==> src/rtl/pipe_scaler_pkg.sv <==
// rtl/pipe_scaler_pkg.sv - default sizes and per-sample scale helpers for pipe_scaler
// Optional macro PIPE_SCALER_SAT_EN selects saturation instead of truncation on overflow.
package pipe_scaler_pkg;

   localparam int DEF_NUM_CH = 2;
   localparam int DEF_DATA_W = 16;
   localparam int DEF_CF_W   = 4;
   localparam int DEF_DEPTH  = 2;

   // Helpers work on a wide word so they serve any DATA_W/CF_W with DATA_W+CF_W <= MAX_W.
   localparam int MAX_W = 64;
   typedef logic [MAX_W-1:0] word_t;

   function automatic word_t width_mask(input int w);
      word_t m;
      m = '0;
      for (int i = 0; i < MAX_W; i++) begin
         if (i < w) m[i] = 1'b1;
      end
      return m;
   endfunction

   function automatic logic is_sentinel(input word_t s, input int w);
      word_t m;
      m = width_mask(w);
      return ((s & m) == '0) || ((s & m) == m);
   endfunction

   function automatic word_t scale_sample(input word_t s, input word_t cf, input int dw, input int cw);
      word_t m;
      word_t p;
      m = width_mask(dw);
      if (is_sentinel(s, dw)) return s & m;
      p = (s & m) * (cf & width_mask(cw));
`ifdef PIPE_SCALER_SAT_EN
      // Saturate one below all-ones so an overflow never reads back as a sentinel.
      if ((p >> dw) != '0) return m - word_t'(1);
`endif
      return p & m;
   endfunction

endpackage

==> src/rtl/pipe_scaler_stage.sv <==
// rtl/pipe_scaler_stage.sv - one elastic valid/ready register stage
module pipe_scaler_stage #(
   parameter int W = 32
) (
   input  logic         clk,
   input  logic         rst,
   input  logic         up_valid,
   input  logic [W-1:0] up_data,
   output logic         up_ready,
   output logic         dn_valid,
   output logic [W-1:0] dn_data,
   input  logic         dn_ready
);

   assign up_ready = !dn_valid || dn_ready;

   // Data only loads with a valid beat; an empty stage keeps stale data.
   always_ff @(posedge clk or posedge rst) begin
      if (rst) begin
         dn_valid <= 1'b0;
         dn_data  <= '0;
      end else if (up_ready) begin
         dn_valid <= up_valid;
         if (up_valid) dn_data <= up_data;
      end
   end

endmodule

==> src/rtl/pipe_scaler.sv <==
// rtl/pipe_scaler.sv - multi-channel coefficient scale pipeline with valid/ready handshake
// Optional macro PIPE_SCALER_SAT_EN (handled in pipe_scaler_pkg) enables overflow saturation.
module pipe_scaler
   import pipe_scaler_pkg::*;
#(
   parameter int NUM_CH = DEF_NUM_CH,
   parameter int DATA_W = DEF_DATA_W,
   parameter int CF_W   = DEF_CF_W,
   parameter int DEPTH  = DEF_DEPTH
) (
   input  logic                     clk,
   input  logic                     rst,
   input  logic                     i_valid,
   output logic                     o_ready,
   input  logic [CF_W-1:0]          i_cf,
   input  logic [NUM_CH*DATA_W-1:0] i_data,
   output logic                     o_valid,
   input  logic                     i_ready,
   output logic [NUM_CH*DATA_W-1:0] o_data
);

   localparam int W = NUM_CH * DATA_W;

   logic [DEPTH:0]        v;
   logic [DEPTH:0]        rdy;
   logic [DEPTH:0][W-1:0] d;

   for (genvar k = 0; k < NUM_CH; k++) begin : g_ch
      word_t sc;
      logic  unused_bits;
      assign sc = scale_sample(word_t'(i_data[k*DATA_W +: DATA_W]), word_t'(i_cf), DATA_W, CF_W);
      assign d[0][k*DATA_W +: DATA_W] = sc[DATA_W-1:0];
      assign unused_bits = ^sc[MAX_W-1:DATA_W];
   end

   assign v[0]       = i_valid;
   assign rdy[DEPTH] = i_ready;
   assign o_ready    = rdy[0];
   assign o_valid    = v[DEPTH];
   assign o_data     = d[DEPTH];

   for (genvar s = 0; s < DEPTH; s++) begin : g_stage
      pipe_scaler_stage #(.W(W)) u_stage (
         .clk      (clk),
         .rst      (rst),
         .up_valid (v[s]),
         .up_data  (d[s]),
         .up_ready (rdy[s]),
         .dn_valid (v[s+1]),
         .dn_data  (d[s+1]),
         .dn_ready (rdy[s+1])
      );
   end

endmodule

==> config.mk <==
export PLATFORM = sky130hd
export DESIGN_NAME = pipe_scaler
export DESIGN_NICKNAME = d
export VERILOG_FILES = /design/src/rtl/pipe_scaler_pkg.sv /design/src/rtl/pipe_scaler_stage.sv /design/src/rtl/pipe_scaler.sv
export SDC_FILE = /design/constraint.sdc
export NUM_CORES = 1
export LEC_CHECK = 0
export CORE_MARGIN = 1
export CORE_UTILIZATION = 35
export CTS_BUF_LIST = sky130_fd_sc_hd__clkbuf_4 sky130_fd_sc_hd__clkbuf_8 sky130_fd_sc_hd__clkbuf_16
export DETAILED_ROUTE_END_ITERATION = 7
export PLACE_DENSITY = 0.65
export SETUP_SLACK_MARGIN = 0.3
export SYNTH_ARGS = -nofsm -noshare
export SYNTH_HDL_FRONTEND = slang
export SYNTH_HIERARCHICAL = 1
export SYNTH_SLANG_ARGS = --single-unit
==> constraint.sdc <==
create_clock -name clk -period 1.1 [get_ports clk]
set_input_delay 0.33 -clock clk [delete_from_list [all_inputs] [get_ports clk]]
set_output_delay 0.33 -clock clk [all_outputs]
set_load 0.005 [all_outputs]
# Word level (Yosys, flattened, before mapping)
# Index checks and enable logic that the tools add are counted.
dict set report op_classes {
  n_mul 2
  eq_ne 2
  n_mux 8
  bitwise 2
  reduce_logical 10
}
# cell count
set op_table {}
lappend op_table {{logical NOT 64 bit} 2}
lappend op_table {{two-way mux 16 bit} 4}
lappend op_table {{== test 16 bit, second input constant} 2}
lappend op_table {{multiplier 16 x 4 -> 16 bit} 2}
lappend op_table {{AND 4 bit} 2}
lappend op_table {{logical OR 1 bit} 4}
lappend op_table {{two-way mux 1 bit} 4}
lappend op_table {{AND reduction 2 bit} 2}
lappend op_table {{logical NOT 1 bit} 2}
dict set report totals {
  ff_bits 66
  in_bits 40
  output_inout_bits 34
  word_cells 28
}

# Logic depth before layout (Yosys ltp)
dict set report depth {
  ltp_word 7
  depth_mapped 16
  ltp_nobuf 13
}

# Cells and area by module
# The synthesis kept the hierarchy.
# mod instances cells_each area_each_um2 seq_area_each_um2
set by_module_without_submodules {}
lappend by_module_without_submodules {pipe_scaler 1 519 3809.9 0.0}
lappend by_module_without_submodules {pipe_scaler_stage 2 72 1395.1 825.8}

# Worst setup path after synthesis
# No wires, ideal clock.
dict set report synth_timing {
  path_type {input to register}
  startpoint {input port i_cf[1]}
  endpoint {register g_stage[0].u_stage.dn_data[30]}
  setup_ns 0.125
  t_arrival_ns 3.508
  t_required_ns 0.975
  path_slack_ns -2.533
  path_stages 14
  path_buffers 2
  path_cell_list {clkbuf_1 clkbuf_1 and2_1 fa_1 inv_1 fa_1 inv_1 ha_1 and2_1 or4_4 o2111ai_2 a2111o_1 nand4b_1 mux2_4}
}
# element line_no
set synth_rtl {}
lappend synth_rtl {{start, declared} pipe_scaler.sv:15} ;# input logic [CF_W-1:0] i_cf,
lappend synth_rtl {{end signal, assigned} pipe_scaler_stage.sv:24} ;# if (up_valid) dn_data <= up_data;
lappend synth_rtl {{end, declared} pipe_scaler_stage.sv:11} ;# output logic [W-1:0] dn_data,

==> flow_summary.json <==
{
  "max_freq_mhz": 299.7,
  "ys_ff_latch": 66,
  "first_pass_iters": 4,
  "crit_arrival_ns": 3.55,
  "netlist_instances": 663,
  "setup_viol": 98,
  "fill_cells": 1496,
  "ys.warnings.count": 6,
  "numCtsBuffers": 9,
  "synth_nets": 785,
  "die_h_um": 139.3,
  "fin_hold_ws_ns": 0.3374,
  "ys_types": 62,
  "antenna_found_initial": 0,
  "rr_startpoint": "g_stage[1].u_stage/dn_valid",
  "cp_slowest_cell": "fa_1",
  "hold_viol_final": 0,
  "leakagePower_nw": 5.221,
  "drv_slew": 0,
  "reg2reg_to": "g_stage[0].u_stage/dn_data[31]",
  "worstPathRequired_ns": 1.31,
  "grt_max_degree": 28,
  "async_reset_ff_share_pct": 100.0,
  "grt_pass1_vias": 5862,
  "htree_levels": 3,
  "synthFlopType": "dfrtp_1",
  "dp_hpwl_um": 12750,
  "synth_top_area_share_pct": 25.02,
  "io_buffers": 73,
  "reg2reg_slack_ns": -0.36,
  "nNetsFinal": 1074,
  "status": "finished with violations",
  "cellPowerDensity_nw_per_um2": 1659,
  "fin_util_pct": 58.46,
  "wirelength_um": 17690,
  "cp-start-kind": "input port",
  "criticalPathCategory": "in -> reg",
  "die_w_um": 139.3,
  "place_area_sq_um": 9213,
  "syn_area_per_cell_sq_um": 9.955,
  "syn-cell-area_sq_um": 6600,
  "cts.reportedPaths.clkPinSlew_ns": 0.05,
  "synth_edf_count": 0,
  "clock-sinks": 66,
  "yosys.area.top_type": "dfrtp_1",
  "min_period_ns": 3.337,
  "cts_hold_buffers": 0,
  "num_antenna_cells": 0,
  "fin_area_sq_um": 10650,
  "drt_iter0_drc": 161,
  "cts_tree": "built",
  "cp_max_fo": 7,
  "start_util_pct": 36.25,
  "grtUsageTotal_pct": 18.54,
  "syn2layout_area_growth_pct": 61.29,
  "drive_gt1_share_pct": 55.38,
  "route.detailed.drc": 0,
  "rsz0062_at_grt": "true",
  "core_area_sq_um": 18210,
  "via_per_inst": 4.751,
  "power_w": 0.01766,
  "final.setup_skew_ns": 0.003847,
  "num_vias": 5635,
  "synth_area_leaders": "dfrtp_1, fa_1, mux2_4, and2_1, inv_1",
  "cts-root-buf": "clkbuf_16",
  "slew_headroom_pct": 74.74,
  "worst_pin_slew_ns": 0.3763,
  "cts.path.max_buffers": 2,
  "setup.worst_path.end_class": "flop",
  "clk_latency_ns": 0.33,
  "cp_cell_sequence": "buf_8, buf_12, buf_12, buf_6, and2_4, fa_1, inv_1, fa_1, inv_2, ha_4, o21ai_2, nor3_2, buf_4, nand2_4, o31ai_4, xnor2_2, a21oi_1, mux2_4",
  "ir_drop_v": 0.0007968,
  "fin_ws_ns": -2.237,
  "die_area_sq_um": 19410,
  "worst_r2r_path_depth": 6,
  "hp-class": "in -> async",
  "seq_area_frac_synth_pct": 25.02,
  "wl_per_cell_um": 14.92,
  "violations": "setup timing",
  "cpPeakStageDelay_ns": 0.53,
  "final_antenna_net_count": 0,
  "grt_overflow": 0,
  "grt_pass1_wl_um": 29210,
  "globalplace.congestion": 0.8347,
  "num_rows": 49,
  "finalCritPeriodShare_pct": 303.3,
  "post-place-ws_ns": -2.924,
  "pin_count": 74,
  "maxCapViolations": 0
}
-- where the power goes --
| part | leakage [nW] | switching (W) | internal (W) |
|---|---|---|---|
| logic | 4.28 | 0.00397 | 0.00634 |
| clock network | 0.165 | 0.000987 | 0.00216 |
| registers | 0.780 | 0.000678 | 0.00352 |
| total | 5.22 | 0.00563 | 0.0120 |
-- cell families after synthesis --
kind of cell	synth area share (%)
XOR/XNOR	3.318
buffers and inverters	9.630
AO/OA/AOI/OAI	8.872
flip-flops	25.02
AND/OR/NAND/NOR	17.29
multiplexers	14.63
adder cells (fa/ha/maj)	21.23
-- flip-flops by register name, summed over array words and instances (netlist names) --
register                  flops
g_stage.u_stage/dn_data      64
g_stage.u_stage/dn_valid      2
-- what timing repair did --
item | CTS | global route
pin swaps | 72 | 62
setup endpoints to repair | 100 | 100
cloned | 7 | 0
gates resized for setup | 371 | 85
buffers inserted | 37 | 22
-- final cells by class --
| class | count | area, sq um | share of cell area [%] |
|---|---|---|---|
| clock inverter | 4 | 72.57 | 0.6817 |
| inverter | 110 | 420.4 | 3.949 |
| tap | 229 | 286.5 | 2.692 |
| timing repair buffer | 306 | 2785 | 26.16 |
| sequential | 66 | 1652 | 15.51 |
| multi-input combinational | 459 | 5162 | 48.50 |
| clock buffer | 12 | 266.5 | 2.504 |
-- placed cells by master, fill, tap and decap left out, types with 5 or more instances in the layout --
cell,Yosys,routed
buf_4,1,167
inv_1,110,91
dfrtp_1,66,66
mux2_4,60,63
and2_1,74,54
buf_6,1,53
fa_1,50,46
nand2_1,49,44
buf_2,5,43
ha_4,0,23
and2_4,0,20
inv_2,0,17
xnor2_1,20,16
o21ai_1,2,14
buf_12,6,14
a21oi_1,22,11
nand4_1,10,10
o21ai_2,0,10
a21oi_2,0,9
nor2_1,9,9
clkbuf_16,0,9
buf_8,0,9
a21o_1,8,8
ha_1,32,8
nor3_2,3,6
clkbuf_2,2,6
xor2_1,5,5
-- worst max-delay path, delay by kind of cell --
kind	cells	cell delay (ns)
buf+inv	7	0.71
mux	1	0.26
fa+ha+maj	3	1.28
simple gates	3	0.41
xor+xnor	1	0.15
compound gates	3	0.39
-- through the flow --
stage                     cells  TNS, ns
after floorplan             663   -56.83
after global placement     1104   -98.02
after detailed placement   1104   -99.35
after CTS                  1164   -65.44
after global routing       1186   -70.23
final                      1186   -65.36
-- routing by layer --
layer	GRT usage, %	share of wire (%)
met5	0	0
met2	30.42	47
met4	5.906	1.6
met1	25.43	48
met3	2.237	3.0
-- how the worst max path moves through the flow --
stage | from | endpoint | slack, ns
global placement | i_cf[2] | g_stage[0].u_stage/dn_data[30] | -2.90
detailed placement | i_cf[2] | g_stage[0].u_stage/dn_data[30] | -2.92
global route | i_cf[1] | g_stage[0].u_stage/dn_data[30] | -2.35
floorplan | i_cf[1] | g_stage[0].u_stage/dn_data[30] | -2.36
CTS | i_cf[2] | g_stage[0].u_stage/dn_data[30] | -2.29
finish | i_cf[1] | g_stage[0].u_stage/dn_data[15] | -2.24
-- cell usage after synthesis, types with 3 or more instances --
cell type  count
inv_1        110
and2_1        74
dfrtp_1       66
mux2_4        60
fa_1          50
nand2_1       49
ha_1          32
o21ai_0       27
a21oi_1       22
xnor2_1       20
clkbuf_1      13
nand4_1       10
nor2_1         9
a21o_1         8
nor4_1         8
a211oi_1       6
buf_12         6
buf_2          5
nand3_1        5
nor3_1         5
xor2_1         5
mux2_2         4
o21bai_1       4
a2111oi_0      3
and2_2         3
nor3_2         3
o21a_1         3
o31ai_1        3
or3_1          3
or4_1          3
Power figures use the tool's default switching activity.
